### src/rtl/spy_burst_sched.sv
// -----------------------------------------------------------------------------
// spy_burst_sched
//
// Purpose:
//   Round-robin scheduler between two burst requesters and a single burst
//   engine. One command is in flight at a time. Each granted command is checked
//   for word alignment and 4 KB page crossing. Legal commands are issued to the
//   engine and their completion response is forwarded. Illegal commands are
//   answered directly with SLVERR (2'b10).
//
// Configuration:
//   SPY_SCHED_WATCHDOG_EN  When defined, a 16-bit watchdog runs while waiting
//                          for the engine. It expires after WDT_CYCLES cycles,
//                          pulses TIMEOUT and answers with DECERR (2'b11).
//                          When undefined, TIMEOUT is tied to 0.
//
// Parameters:
//   ADDR_WIDTH  command / engine address width (must be >= 12)
//   WDT_CYCLES  watchdog limit in cycles, 2..65535 (used only with the macro)
//
// Ports:
//   ACLK, ARESET                  clock, synchronous active-high reset
//   REQn_VALID/READY              requester n command handshake (READY = 1-cycle grant)
//   REQn_WRITE/ADDR/LEN           requester n command: direction, byte address, AXI LEN
//   ENG_START                     1-cycle issue pulse to the burst engine
//   ENG_WRITE/ADDR/LEN/ID         issued command, held from issue until back in IDLE
//   ENG_DONE, ENG_RESP            engine completion pulse and AXI response code
//   RSP_VALID[1:0], RSP_RESP      one-hot completion pulse per requester and its code
//   TIMEOUT                       watchdog expiry pulse
// -----------------------------------------------------------------------------
module spy_burst_sched #(
   parameter int ADDR_WIDTH = 32,
   parameter int WDT_CYCLES = 256
) (
   input  logic                  ACLK,
   input  logic                  ARESET,
   input  logic                  REQ0_VALID,
   output logic                  REQ0_READY,
   input  logic                  REQ0_WRITE,
   input  logic [ADDR_WIDTH-1:0] REQ0_ADDR,
   input  logic [7:0]            REQ0_LEN,
   input  logic                  REQ1_VALID,
   output logic                  REQ1_READY,
   input  logic                  REQ1_WRITE,
   input  logic [ADDR_WIDTH-1:0] REQ1_ADDR,
   input  logic [7:0]            REQ1_LEN,
   output logic                  ENG_START,
   output logic                  ENG_WRITE,
   output logic [ADDR_WIDTH-1:0] ENG_ADDR,
   output logic [7:0]            ENG_LEN,
   output logic                  ENG_ID,
   input  logic                  ENG_DONE,
   input  logic [1:0]            ENG_RESP,
   output logic [1:0]            RSP_VALID,
   output logic [1:0]            RSP_RESP,
   output logic                  TIMEOUT
);

   typedef enum logic [1:0] {
      S_IDLE  = 2'd0,
      S_ISSUE = 2'd1,
      S_WAIT  = 2'd2,
      S_RESP  = 2'd3
   } state_e;

   state_e                  state_q, state_d;
   logic                    write_q, write_d;
   logic [ADDR_WIDTH-1:0]   addr_q,  addr_d;
   logic [7:0]              len_q,   len_d;
   logic                    id_q,    id_d;
   logic [1:0]              code_q,  code_d;
   // Id of the requester served last; the other one wins a tie.
   logic                    last_q,  last_d;

   logic                    any_valid;
   logic                    grant_id;
   logic [12:0]             end_off;
   logic                    illegal;
   logic                    wdt_expire;

   // ---------------------------------------------------------------------------
   // Arbitration and legality
   // ---------------------------------------------------------------------------
   // NOTE: every signal assigned in an always_comb gets a value on every path
   // (defaults first or full if/else), otherwise a latch is inferred.
   always_comb begin
      any_valid = REQ0_VALID | REQ1_VALID;
      if (REQ0_VALID && REQ1_VALID) begin
         grant_id = ~last_q;
      end else begin
         grant_id = REQ1_VALID;
      end
   end

   // End offset of the burst within its 4 KB page; 13 bits so the largest
   // case (0xFFF + 1024) cannot wrap. Landing exactly on 4096 is still legal.
   always_comb begin
      end_off = {1'b0, addr_q[11:0]} + {3'b000, len_q, 2'b00} + 13'd4;
      illegal = (addr_q[1:0] != 2'b00) || (end_off > 13'd4096);
   end

   // ---------------------------------------------------------------------------
   // Watchdog
   // ---------------------------------------------------------------------------
`ifdef SPY_SCHED_WATCHDOG_EN
   localparam logic [15:0] WDT_LAST = 16'(WDT_CYCLES - 1);

   logic [15:0] wdt_cnt_q, wdt_cnt_d;

   // Counter is zero in every state but WAIT, so it is cleared on entry.
   // ENG_DONE on the expiry cycle wins over the watchdog.
   always_comb begin
      wdt_cnt_d  = (state_q == S_WAIT) ? (wdt_cnt_q + 16'd1) : 16'd0;
      wdt_expire = (state_q == S_WAIT) && (wdt_cnt_q == WDT_LAST) && !ENG_DONE;
   end

   always_ff @(posedge ACLK) begin
      if (ARESET) begin
         wdt_cnt_q <= '0;
      end else begin
         wdt_cnt_q <= wdt_cnt_d;
      end
   end
`else
   assign wdt_expire = 1'b0;
`endif

   // ---------------------------------------------------------------------------
   // FSM: state register
   // ---------------------------------------------------------------------------
   // NOTE: sequential state uses non-blocking assignments so every flop samples
   // the pre-edge value of its inputs regardless of statement order.
   always_ff @(posedge ACLK) begin
      if (ARESET) begin
         state_q <= S_IDLE;
      end else begin
         state_q <= state_d;
      end
   end

   // ---------------------------------------------------------------------------
   // FSM: next state
   // ---------------------------------------------------------------------------
   always_comb begin
      state_d = state_q;
      case (state_q)
         S_IDLE:  if (any_valid) state_d = S_ISSUE;
         S_ISSUE: state_d = illegal ? S_RESP : S_WAIT;
         S_WAIT:  if (ENG_DONE || wdt_expire) state_d = S_RESP;
         S_RESP:  state_d = S_IDLE;
         default: state_d = S_IDLE;
      endcase
   end

   // ---------------------------------------------------------------------------
   // Command / response datapath
   // ---------------------------------------------------------------------------
   always_comb begin
      write_d = write_q;
      addr_d  = addr_q;
      len_d   = len_q;
      id_d    = id_q;
      code_d  = code_q;
      last_d  = last_q;
      case (state_q)
         S_IDLE: begin
            if (any_valid) begin
               id_d    = grant_id;
               write_d = grant_id ? REQ1_WRITE : REQ0_WRITE;
               addr_d  = grant_id ? REQ1_ADDR  : REQ0_ADDR;
               len_d   = grant_id ? REQ1_LEN   : REQ0_LEN;
               code_d  = 2'b00;
            end
         end
         S_ISSUE: begin
            if (illegal) code_d = 2'b10;
         end
         S_WAIT: begin
            if (ENG_DONE) begin
               code_d = ENG_RESP;
            end else if (wdt_expire) begin
               code_d = 2'b11;
            end
         end
         S_RESP: begin
            last_d = id_q;
         end
         default: ;
      endcase
   end

   // Reset makes requester 1 look like the last one served, so requester 0
   // wins the first tie.
   always_ff @(posedge ACLK) begin
      if (ARESET) begin
         write_q <= 1'b0;
         addr_q  <= '0;
         len_q   <= '0;
         id_q    <= 1'b0;
         code_q  <= 2'b00;
         last_q  <= 1'b1;
      end else begin
         write_q <= write_d;
         addr_q  <= addr_d;
         len_q   <= len_d;
         id_q    <= id_d;
         code_q  <= code_d;
         last_q  <= last_d;
      end
   end

   // ---------------------------------------------------------------------------
   // FSM: outputs
   // ---------------------------------------------------------------------------
   // Outputs are forced low while ARESET is high, including the grant, which
   // would otherwise follow REQn_VALID combinationally in IDLE.
   always_comb begin
      REQ0_READY = 1'b0;
      REQ1_READY = 1'b0;
      ENG_START  = 1'b0;
      ENG_WRITE  = 1'b0;
      ENG_ADDR   = '0;
      ENG_LEN    = '0;
      ENG_ID     = 1'b0;
      RSP_VALID  = 2'b00;
      RSP_RESP   = 2'b00;
      TIMEOUT    = 1'b0;
      if (!ARESET) begin
         case (state_q)
            S_IDLE: begin
               REQ0_READY = any_valid && !grant_id;
               REQ1_READY = any_valid &&  grant_id;
            end
            S_ISSUE: begin
               ENG_START = !illegal;
            end
            S_WAIT: ;
            S_RESP: begin
               RSP_VALID = id_q ? 2'b10 : 2'b01;
               RSP_RESP  = code_q;
            end
            default: ;
         endcase
         if (state_q != S_IDLE) begin
            ENG_WRITE = write_q;
            ENG_ADDR  = addr_q;
            ENG_LEN   = len_q;
            ENG_ID    = id_q;
         end
         TIMEOUT = wdt_expire;
      end
   end

endmodule

### config.mk
export PLATFORM = sky130hd
export DESIGN_NAME = spy_burst_sched
export DESIGN_NICKNAME = d
export VERILOG_FILES = /design/src/rtl/spy_burst_sched.sv
export SDC_FILE = /design/constraint.sdc
export NUM_CORES = 1
export LEC_CHECK = 0
export BUFFER_PORTS_ARGS = -buffer_cell sky130_fd_sc_hd__buf_2
export CORE_UTILIZATION = 47
export CTS_BUF_LIST = sky130_fd_sc_hd__clkbuf_8 sky130_fd_sc_hd__clkbuf_16
export CTS_CLUSTER_SIZE = 30
export DETAILED_ROUTE_END_ITERATION = 10
export GPL_TIMING_DRIVEN = 0
export PLACE_DENSITY = 0.83
export SYNTH_ARGS = -nofsm -noshare
export SYNTH_HDL_FRONTEND = slang
export SYNTH_SLANG_ARGS = --single-unit
### constraint.sdc
create_clock -name ACLK -period 3.7 [get_ports ACLK]
set_input_delay 0.74 -clock ACLK [delete_from_list [all_inputs] [get_ports ACLK]]
set_output_delay 0.74 -clock ACLK [all_outputs]
set_load 0.005 [all_outputs]
== Word level (Yosys, flattened, before mapping) ==
Index checks and enable logic that the tools add are counted.

* Multipliers: 0
* Div/mod/pow operators: 0
* Mux-type cells: 31
* $lt $le $gt $ge: 1
* Shift operators: 0
* Add/subtract/negate cells: 2
* Reduce and logical (&&, ||, !) cells: 13
* Eq/ne operators: 6
* Bitwise operators: 2

{| class="wikitable"
|+ Operators with widths
! kind !! number
|-
| $mux W32 || 3
|-
| $mux W8 || 3
|-
| $mux W2 || 10
|-
| $add A12 B10 Y13 || 1
|-
| $add A13 B3 Y13 const B || 1
|-
| $gt A13 B13 Y1 const B || 1
|-
| $mux W1 || 13
|-
| $pmux W2 S4 || 1
|-
| $ne A2 B2 Y1 const B || 3
|-
| $pmux W2 S3 || 1
|-
| $eq A2 B2 Y1 const B || 2
|-
| $reduce_and A2 Y1 || 2
|-
| $reduce_and A4 Y1 || 1
|-
| $reduce_bool A2 Y1 || 2
|-
| $logic_and A1 B1 Y1 || 3
|-
| $reduce_bool A3 Y1 || 1
|-
| $eq A2 B1 Y1 const B || 1
|-
| $logic_not A1 Y1 || 2
|-
| $logic_not A2 Y1 || 1
|-
| $logic_or A1 B1 Y1 || 1
|-
| $not A1 Y1 || 1
|-
| $or A1 B1 Y1 || 1
|}

* Bits in writable memories: 0
* Output and inout bits: 50
* Register bits after elaboration: 47
* Logic and storage cells: 62
* Memories kept: 0
* Latch bits: 0
* Bits in read-only memories: 0
* Bits of input ports: 89

== Logic depth before layout (Yosys ltp) ==
Gate-level depths: netlist of the first run.

* Word-level depth: 7
* Depth in mapped cells: 12

== Worst setup path after synthesis of the first run ==
OpenSTA, ideal clock, no wires.

* Path kind: register -> output
* From: reg addr_q[2]
* To: out ENG_START
* Slack: 0.515 ns
* Cell stages (with the launch flop): 12
* Arrival: 2.445 ns
* Path buffers: 0
* Path through: dfxtp_1 inv_1 ha_1 inv_1 ha_1 inv_1 fa_1 xnor2_1 or4_1 nor4_4 and3_1 o21a_1

* Cells in the longest elaborated chain, start to end: 7

{| class="wikitable"
|+ RTL lines
! item !! RTL line !! text
|-
| from (decl) || 68 || <nowiki>logic [ADDR_WIDTH-1:0] addr_q, addr_d;</nowiki>
|-
| from (signal assigned) || 204 || <nowiki>addr_q <= addr_d;</nowiki>
|-
| $add A12 B10 Y13 || 98 || <nowiki>end_off = {1'b0, addr_q[11:0]} + {3'b000, len_q, 2'b00} + 13'd4;</nowiki>
|-
| $add A13 B3 Y13 || 98 ||
|-
| $gt A13 B13 Y1 || 99 || <nowiki>illegal = (addr_q[1:0] != 2'b00) || (end_off > 13'd4096);</nowiki>
|-
| $logic_or A1 B1 Y1 || 99 ||
|-
| $logic_not A1 Y1 || 235 || <nowiki>ENG_START = !illegal;</nowiki>
|-
| $mux W1 || 229 || <nowiki>case (state_q)</nowiki>
|-
| $mux W1 || 228 || <nowiki>if (!ARESET) begin</nowiki>
|-
| to (decl) || 47 || <nowiki>output logic ENG_START,</nowiki>
|}

Every way passes these cells.

== Worst setup path after layout of the first run ==
* From: reg addr_q[3]
* To: out ENG_START

Same word-level chain as after synthesis.

==> impl_results.md, run 1 <==
* Status: complete, but fails checks
* Failing checks: setup timing
* Power Dens Cells at 536.2 mW/mm²
* Synth warn at 0
* Final setup vio count at 1
* Seq cells post-synth at 47
* First-pass GRT wire length at 12,790 µm
* 1st-pass router iterations at 4
* Synthesized cell area at 0.002969 mm²
* Placement Setup Slack at 0.2093 ns
* Die ar. at 0.006639 mm²
* CP endpoint kind: output pin
* Diodes inserted at 0
* Synthesized net count at 463
* Total power at 2.097 mW
* CTS tree: built
* Reg2Reg Depth at 10
* Largest net degree at the start of global routing at 15
* Critical Path Source Type: register
* GPL Wtd Cong at 0.8459
* Final design utilization at 0.6529
* Root Buffer Master: clkbuf_8
* Top cell type by total area after synthesis: dfxtp_1
* CTS sink cnt at 47
* Initial core utilization at 0.4956
* Most frequent cells in the layout: 140 x buf_2, 45 x nor2_1, 43 x dfxtp_1
* Grt ovf at 0
* Initial antenna violation count at 0
* Worst setup path start: addr_q[3]
* Multi-input gate area at 0.001923 mm²
* Fmax at 0.2666 GHz
* GRT Overall Usage at 0.2508
* Max-slew violations at 0
* Reg-to-reg critical path startpoint: addr_q[3]
* Post-synth EDFFs at 0
* WP data required at 2.96 ns
* Max_cap viols at 0
* CP Class: register to output pin
* Post-synth cell types at 50
* Placed cells at 564
* Fillers at 524
* CP max stage delay at 0.54 ns
* Fin worst setup slack at -0.05043 ns
* Clock Skew at 0.003636 ns
* Design Area, Final at 0.003911 mm²
* Worst-Margin Slew at 0.6917 ns
* Worst-Skew Late Latency at 0.30 ns
* Hold-critical path depth at 2
* Reg2reg end: code_q[0]
* H-tree levels at 2
* Share of cells above drive strength 1 at 0.3454
* Post-Syn Area per Cell at 8.411 µm²
* Vias in the first global route at 2,903
* Commonest non-fill, non-tap cell in the layout: buf_2
* Area occupied by registers at 945.9 µm²
* DP Area at 0.003744 mm²
* DRC viols at 0
* Chip height at 81.48 µm
* Cell mode on critical path: ha_4
* CP Cell Sequence: ha_4 -> ha_4 -> inv_2 -> fa_2 -> nand2_1 -> or4_4 -> nor4_4 -> and3_4 -> o21a_1 -> buf_2
* Post-layout min period at 3.750 ns
* Antenna-violating nets left at 0
* Beginning of the worst hold path: addr_q[23]
* Drt total wl at 8041 µm
* Peak VDD IR at 0.2664 mV
* # rows at 28
* Maximum buffer depth of the clock tree at 2
* Area grow syn2layout at 31.73%
* Chip Width at 81.48 µm
* Most used DFF post-synth: dfxtp_1
* Synth area leaders: dfxtp_1 32%, mux2i_1 12%, ha_1 8.4%, nand2b_1 6.3%, o22ai_1 6.3%
* I/O Buffers at 136
* Nets@finish at 607
* IO Count at 139
* Via count at 3,058
* Register area share after synthesis at 0.3169
* Worst hold path class: register to register
* Master of the slowest instance on the critical path: or4_4
* Worst rel slew slack at 0.5388
* Area share of the largest cell type after synthesis at 0.3169
* CTS Buf Count at 5
* Crit Path Max Fanout at 2
* RSZ-0062 raised after global routing: yes
* Arrival time at the worst endpoint at 3.01 ns
* Fin. Hold Viols at 0
* Final critical-path share of the clock period at 1.014
* Routed WL per cell at 14.03 µm
* Core ar. at 0.005991 mm²
* Final HPWL DP at 6292 µm
* Clk slew on worst S/H paths at 0.09 ns
* Async S/R FF share, synth at 0
* Flop2flop setup slack at 0.84 ns
* Cells after Synth at 353
* Post-Layout Cell Count at 573
* Worst Hold End: addr_q[23]
* DRT iter0 DRCs at 148
* Pleak at 1.911 nW
* Via-to-Cell Ratio at 5.337
[power breakdown]
group	total (mW)	internal [mW]	switching, mW	leakage (nW)
Combinational	1.01	0.416	0.592	1.47
Clock	0.345	0.170	0.175	0.0505
Sequential	0.744	0.655	0.0892	0.389
Total	2.10	1.24	0.857	1.91
[metrics by stage]
stage / hold WS, ns / setup TNS, ns
global placement: 0.4156 / 0
floorplan: 0.4071 / 0
detailed placement: 0.4210 / 0
finish: 0.4337 / -0.05043
CTS: 0.4383 / 0
global route: 0.4607 / -0.1841
[synth_stat cells (all sizes together), types with 2 or more instances]
library cell	count
a22oi	6
nand3b	3
ha	20
o211ai	2
o21a	2
and3	2
nor3	3
inv	13
nand3	3
o21ai	11
and2	15
a21oi	7
o221ai	2
nor2	45
nand2	22
dfxtp	47
or4b	2
xnor2	2
nor2b	4
nand4	2
a21o	2
mux2i	36
clkbuf	15
buf	7
nand2b	30
a211o	3
o22ai	31
[cell families (layout without fill, tap and decap cells)]
logic type	after synthesis	count (layout)	synth area share
AND/OR/NAND/NOR	139	139	0.2486
AO/OA/AOI/OAI	72	72	0.1631
flip-flops	47	47	0.3169
multiplexers	36	36	0.1214
buffers and inverters	35	180	0.05183
adder cells (fa/ha/maj)	21	21	0.09102
XOR/XNOR	2	2	0.005901
other	1	1	0.001263
[critical path: cells and delay by family, from the launching register on]
family	cells	cell delay [ns]
AOI/OAI and AO/OA	1	0.13
adders and majority gates	3	0.93
DFF	1	0.35
and+or+nand+nor	4	1.16
buffers and inverters	2	0.15
[cell type report]
cell class                      instances  share of cell area
Sequential cell                        47              0.2418
Inverter                               13             0.01312
Timing Repair Buffer                  137              0.1759
Clock buffer                            7             0.02463
Tap cell                               75             0.02399
Multi-Input combinational cell        271              0.4917
Clock inverter                          1            0.001919
Buffer                                 22             0.02687
[per-layer routing]
metal,GRT usage,share of wire,vias to the layer above,wire length [µm]
met1,0.2927,0.41,1401,3305
met5,0,0,-,0
met4,0.09107,0.021,0,168
met3,0.05667,0.062,14,497
met2,0.4450,0.51,115,4069
li1,-,-,1528,-
[how the worst max path moves through the flow]
stage                     cells past startpoint  slack (ns)        end
final                                        10       -0.05  ENG_START
after global routing                         12       -0.18  ENG_START
after CTS                                    12        0.03  ENG_START
after detailed placement                     12        0.21  ENG_START
after global placement                       12        0.28  ENG_START
after floorplan                              11        0.52  ENG_START
[state kept, by name, summed over array words and instances (netlist names)]
register and cells:
addr_q 32, code_q 2, id_q 1, last_q 1, len_q 8, state_q 2, write_q 1
[what timing repair did]
action	CTS	global route
endpoints found under the setup margin	1	1
pin swaps	1	4
gates resized for setup	1	16
setup buffers	1	0
cloned	0	0
hold buffers	0	0
(Power assumes the default switching activity.)
==> run 2, diff against run 1 <==
ABC_AREA = 1   (was not set)
CORE_MARGIN = 5   (was not set)
==> impl_results.md, run 2 <==
* Largest family of logic cells by synthesized area: simple AND/OR/NAND/NOR gates
* Setup repair bufs after CTS at 0 (-1)
* Final HPWL DP at 7831 µm (+24%)
* Synthesized net count at 556 (+20%)
* Area grow syn2layout at 30.77%
* Peak VDD IR at 0.3331 mV (+25%)
* Post-synth top cells: 101 x nand2_1, 96 x nor2_1, 47 x dfxtp_1, 35 x o32ai_1, 31 x o21ai_0
* DRC viols at 0 (unchanged)
* WP data required at 2.96 ns (about the same)
* Setup TNS at 0 ns (+0.05043 ns)
* Register area share after synthesis at 0.3161 (-0.0007992)
* I/O Buffers at 136 (unchanged)
* Post-CTS Resized at 0 (-1)
* Simple-gate share of the synthesized area at 0.3052 (+0.05654)
* GRT Overall Usage at 0.2511 (+0.0003221)
* Reg-to-reg critical path startpoint: addr_q[2]
* Nets@finish at 699 (+15%)
* Worst-Margin Slew at 0.6360 ns (-0.05572 ns)
* Worst hold path class: register to register
* Clock Skew at 0.008868 ns (+0.005232 ns)
* Synth area leaders: dfxtp_1 32%, nand2_1 13%, nor2_1 12%, o32ai_1 10%, ha_1 8.4%
* Flop2flop setup slack at 1.11 ns (+0.27 ns)
* Placement Setup Slack at 0.5119 ns (+0.3026 ns)
* Initial core utilization at 0.4769 (-0.01867)
* CP Class: register to output pin
* Post-synthesis xor/xnor area fraction at 0 (-0.005900)
* Root Buffer Master: clkbuf_8
* CP Capture Point: ENG_START
* Pleak at 1.952 nW (+2.1%)
* Via count at 3,725 (+22%)
* Fmax at 0.2826 GHz (+6.0%)
* Critical Path Source Type: register
* Worst setup path start: addr_q[2]
* Synth warn at 0 (unchanged)
* # rows at 29 (+3.6%)
* Post-synth EDFFs at 0 (unchanged)
* 1st-pass router iterations at 5 (+1)
* Reg2reg end: code_q[0]
* GR Util met3 at 0.05109 (-0.005572)
* Top reg by flops: addr_q
* CTS sink cnt at 47 (unchanged)
* Core ar. at 0.006241 mm² (+4.2%)
* Final critical-path share of the clock period at 0.9565 (-0.05716)
* CTS Hold Buffers Added at 0 (unchanged)
* Grt ovf at 0 (unchanged)
* Post-Syn Area per Cell at 6.674 µm² (-21%)
* Via-to-Cell Ratio at 5.585 (+4.6%)
* Die ar. at 0.008025 mm² (+21%)
* Status: completed
* Most used DFF post-synth: dfxtp_1
* Number of flip-flops in the largest register at 32 (unchanged)
* Most frequent cells in the layout: 139 x buf_2, 101 x nand2_1, 96 x nor2_1
* Design Area, Final at 0.003892 mm² (-0.48%)
* Arrival time at the worst endpoint at 2.80 ns (-0.21 ns)
* Fin. Hold Viols at 0 (unchanged)
* H-tree levels at 2 (unchanged)
* Share of cells above drive strength 1 at 0.2763 (-0.06911)
* DRT iter0 DRCs at 307 (+110%)
* Compound-Gate Fraction of Synth Area at 0.2047 (+0.04162)
* Post-layout min period at 3.539 ns (-0.2115 ns)
* CP endpoint kind: output pin
* Area share of the largest cell type after synthesis at 0.3161 (-0.0007992)
* Met1 GRT Util at 0.2925 (about the same)
* Seq cells post-synth at 47 (unchanged)
* Final setup vio count at 0 (-1)
* DP Area at 0.003754 mm² (+0.27%)
* Worst rel slew slack at 0.5725 (+0.03362)
* Largest net degree at the start of global routing at 16 (+1)
* First-pass GRT wire length at 15,820 µm (+24%)
* Synth Area in Adders at 0.09079 (-0.0002296)
* Met2 global-route usage at 0.4508 (+0.005798)
* Reg2Reg Depth at 17 (+7)
* IO Count at 139 (unchanged)
* Drt total wl at 10,380 µm (+29%)
* Antenna-violating nets left at 0 (unchanged)
* CTS tree: built
* Top cell type by total area after synthesis: dfxtp_1
* Largest registers: addr_q (32), len_q (8)
* Maximum buffer depth of the clock tree at 2 (unchanged)
* Vias in the first global route at 3,565 (+23%)
* Dominant cell by count in the synthesized netlist: nand2_1
* Max-slew violations at 0 (unchanged)
* Post-Layout Cell Count at 667 (+16%)
* Diodes inserted at 0 (unchanged)
* CP max stage delay at 0.48 ns (-0.06 ns)
* Top Usage Layer GRT: met2
* Async S/R FF share, synth at 0 (unchanged)
* CP Cell Sequence: inv_1 -> ha_1 -> inv_1 -> ha_2 -> inv_1 -> fa_1 -> nand2_1 -> nor3_1 -> nand2_1 -> nor2_1 -> nand2_1 -> nor2_2 -> nand3_1 -> nand2_2 -> nand3_4 -> nor2_1 -> buf_2
* Chip Width at 89.58 µm (+9.9%)
* Clk slew on worst S/H paths at 0.09 ns (about the same)
* Power Dens Cells at 626.4 mW/mm² (+17%)
* Post-synth cell types at 26 (-48%)
* Placed cells at 659 (+17%)
* CTS Buf Count at 5 (unchanged)
* Chip height at 89.58 µm (+9.9%)
* Master of the slowest instance on the critical path: fa_1
* Commonest non-fill, non-tap cell in the layout: buf_2
* Initial antenna violation count at 0 (unchanged)
* GPL Wtd Cong at 0.8531 (+0.85%)
* Fin worst setup slack at 0.1610 ns (+0.2115 ns)
* Max_cap viols at 0 (unchanged)
* Crit Path Max Fanout at 5 (+3)
* Post-synthesis mux area share at 0 (-0.1214)
* Worst-Skew Late Latency at 0.31 ns (about the same)
* RSZ-0062 raised after global routing: no
* Synthesized cell area at 0.002977 mm² (+0.25%)
* Cells after Synth at 446 (+26%)
* Routed WL per cell at 15.56 µm (+11%)
-- run 2: changes by cell type after synthesis, sizes merged, moves of 6 or more --
cell    previous run  this run
nand2             22       104
nor2              45       100
mux2i             36         0
o32ai              0        35
o22ai             31         0
nand2b            30         0
o21ai             11        39
inv               13        32
and2              15         0
nand3              3        13
clkbuf            15        23
a22oi              6         0
-- run 2: critical path: cells and delay by family (launching register included) --
kind	cells	cell delay [ns]
adders and majority gates	3	0.87
and+or+nand+nor	10	0.99
DFF	1	0.35
buffers and inverters	4	0.29
-- run 2: worst min path at each step --
stage | from | cells after the start | to | slack, ns
finish | addr_q[28] | 2 | addr_q[28] | 0.50
global route | addr_q[21] | 2 | addr_q[21] | 0.52
CTS | addr_q[30] | 2 | addr_q[30] | 0.50
detailed placement | addr_q[30] | 2 | addr_q[30] | 0.48
global placement | last_q | 2 | last_q | 0.46
floorplan | last_q | 2 | last_q | 0.45
-- run 2: per-stage QoR --
stage,hold slack [ns],utilization,power [mW]
floorplan,0.4486,-,1.566
global placement,0.4646,0.6014,1.913
detailed placement,0.4793,0.6014,1.958
CTS,0.4969,0.6233,2.420
global route,0.5167,0.6237,2.603
finish,0.4994,0.6237,2.438
-- run 2: final cells by class --
type,instances,area (µm²)
flip-flops and latches,47,940.9
clock buffers,5,68.82
fillers,608,2349
multi-input cells,337,1794
clock inverters,3,67.56
plain buffers,30,123.9
repair buffers,136,680.7
well taps,77,96.34
inverters,32,120.1
-- run 2: report_power, final --
group | total [mW] | switching, mW | internal [mW]
combinational | 1.24 | 0.797 | 0.439
sequential | 0.745 | 0.0823 | 0.662
clock | 0.457 | 0.188 | 0.270
total | 2.44 | 1.07 | 1.37
-- run 2: layer usage --
metal  vias to the layer above  part of all wire  wire length (µm)
li1                       1783                 -                 -
met1                      1714              0.39              4009
met2                       192              0.51              5247
met3                        36             0.081               843
met4                         0             0.027               281
met5                         -                 0                 0
-- run 2: cells by family after synthesis --
family | count (synthesis)
buffers and inverters | 62
AND/OR/NAND/NOR | 224
adder cells (fa/ha/maj) | 21
other | 1
AO/OA/AOI/OAI | 91
flip-flops | 47
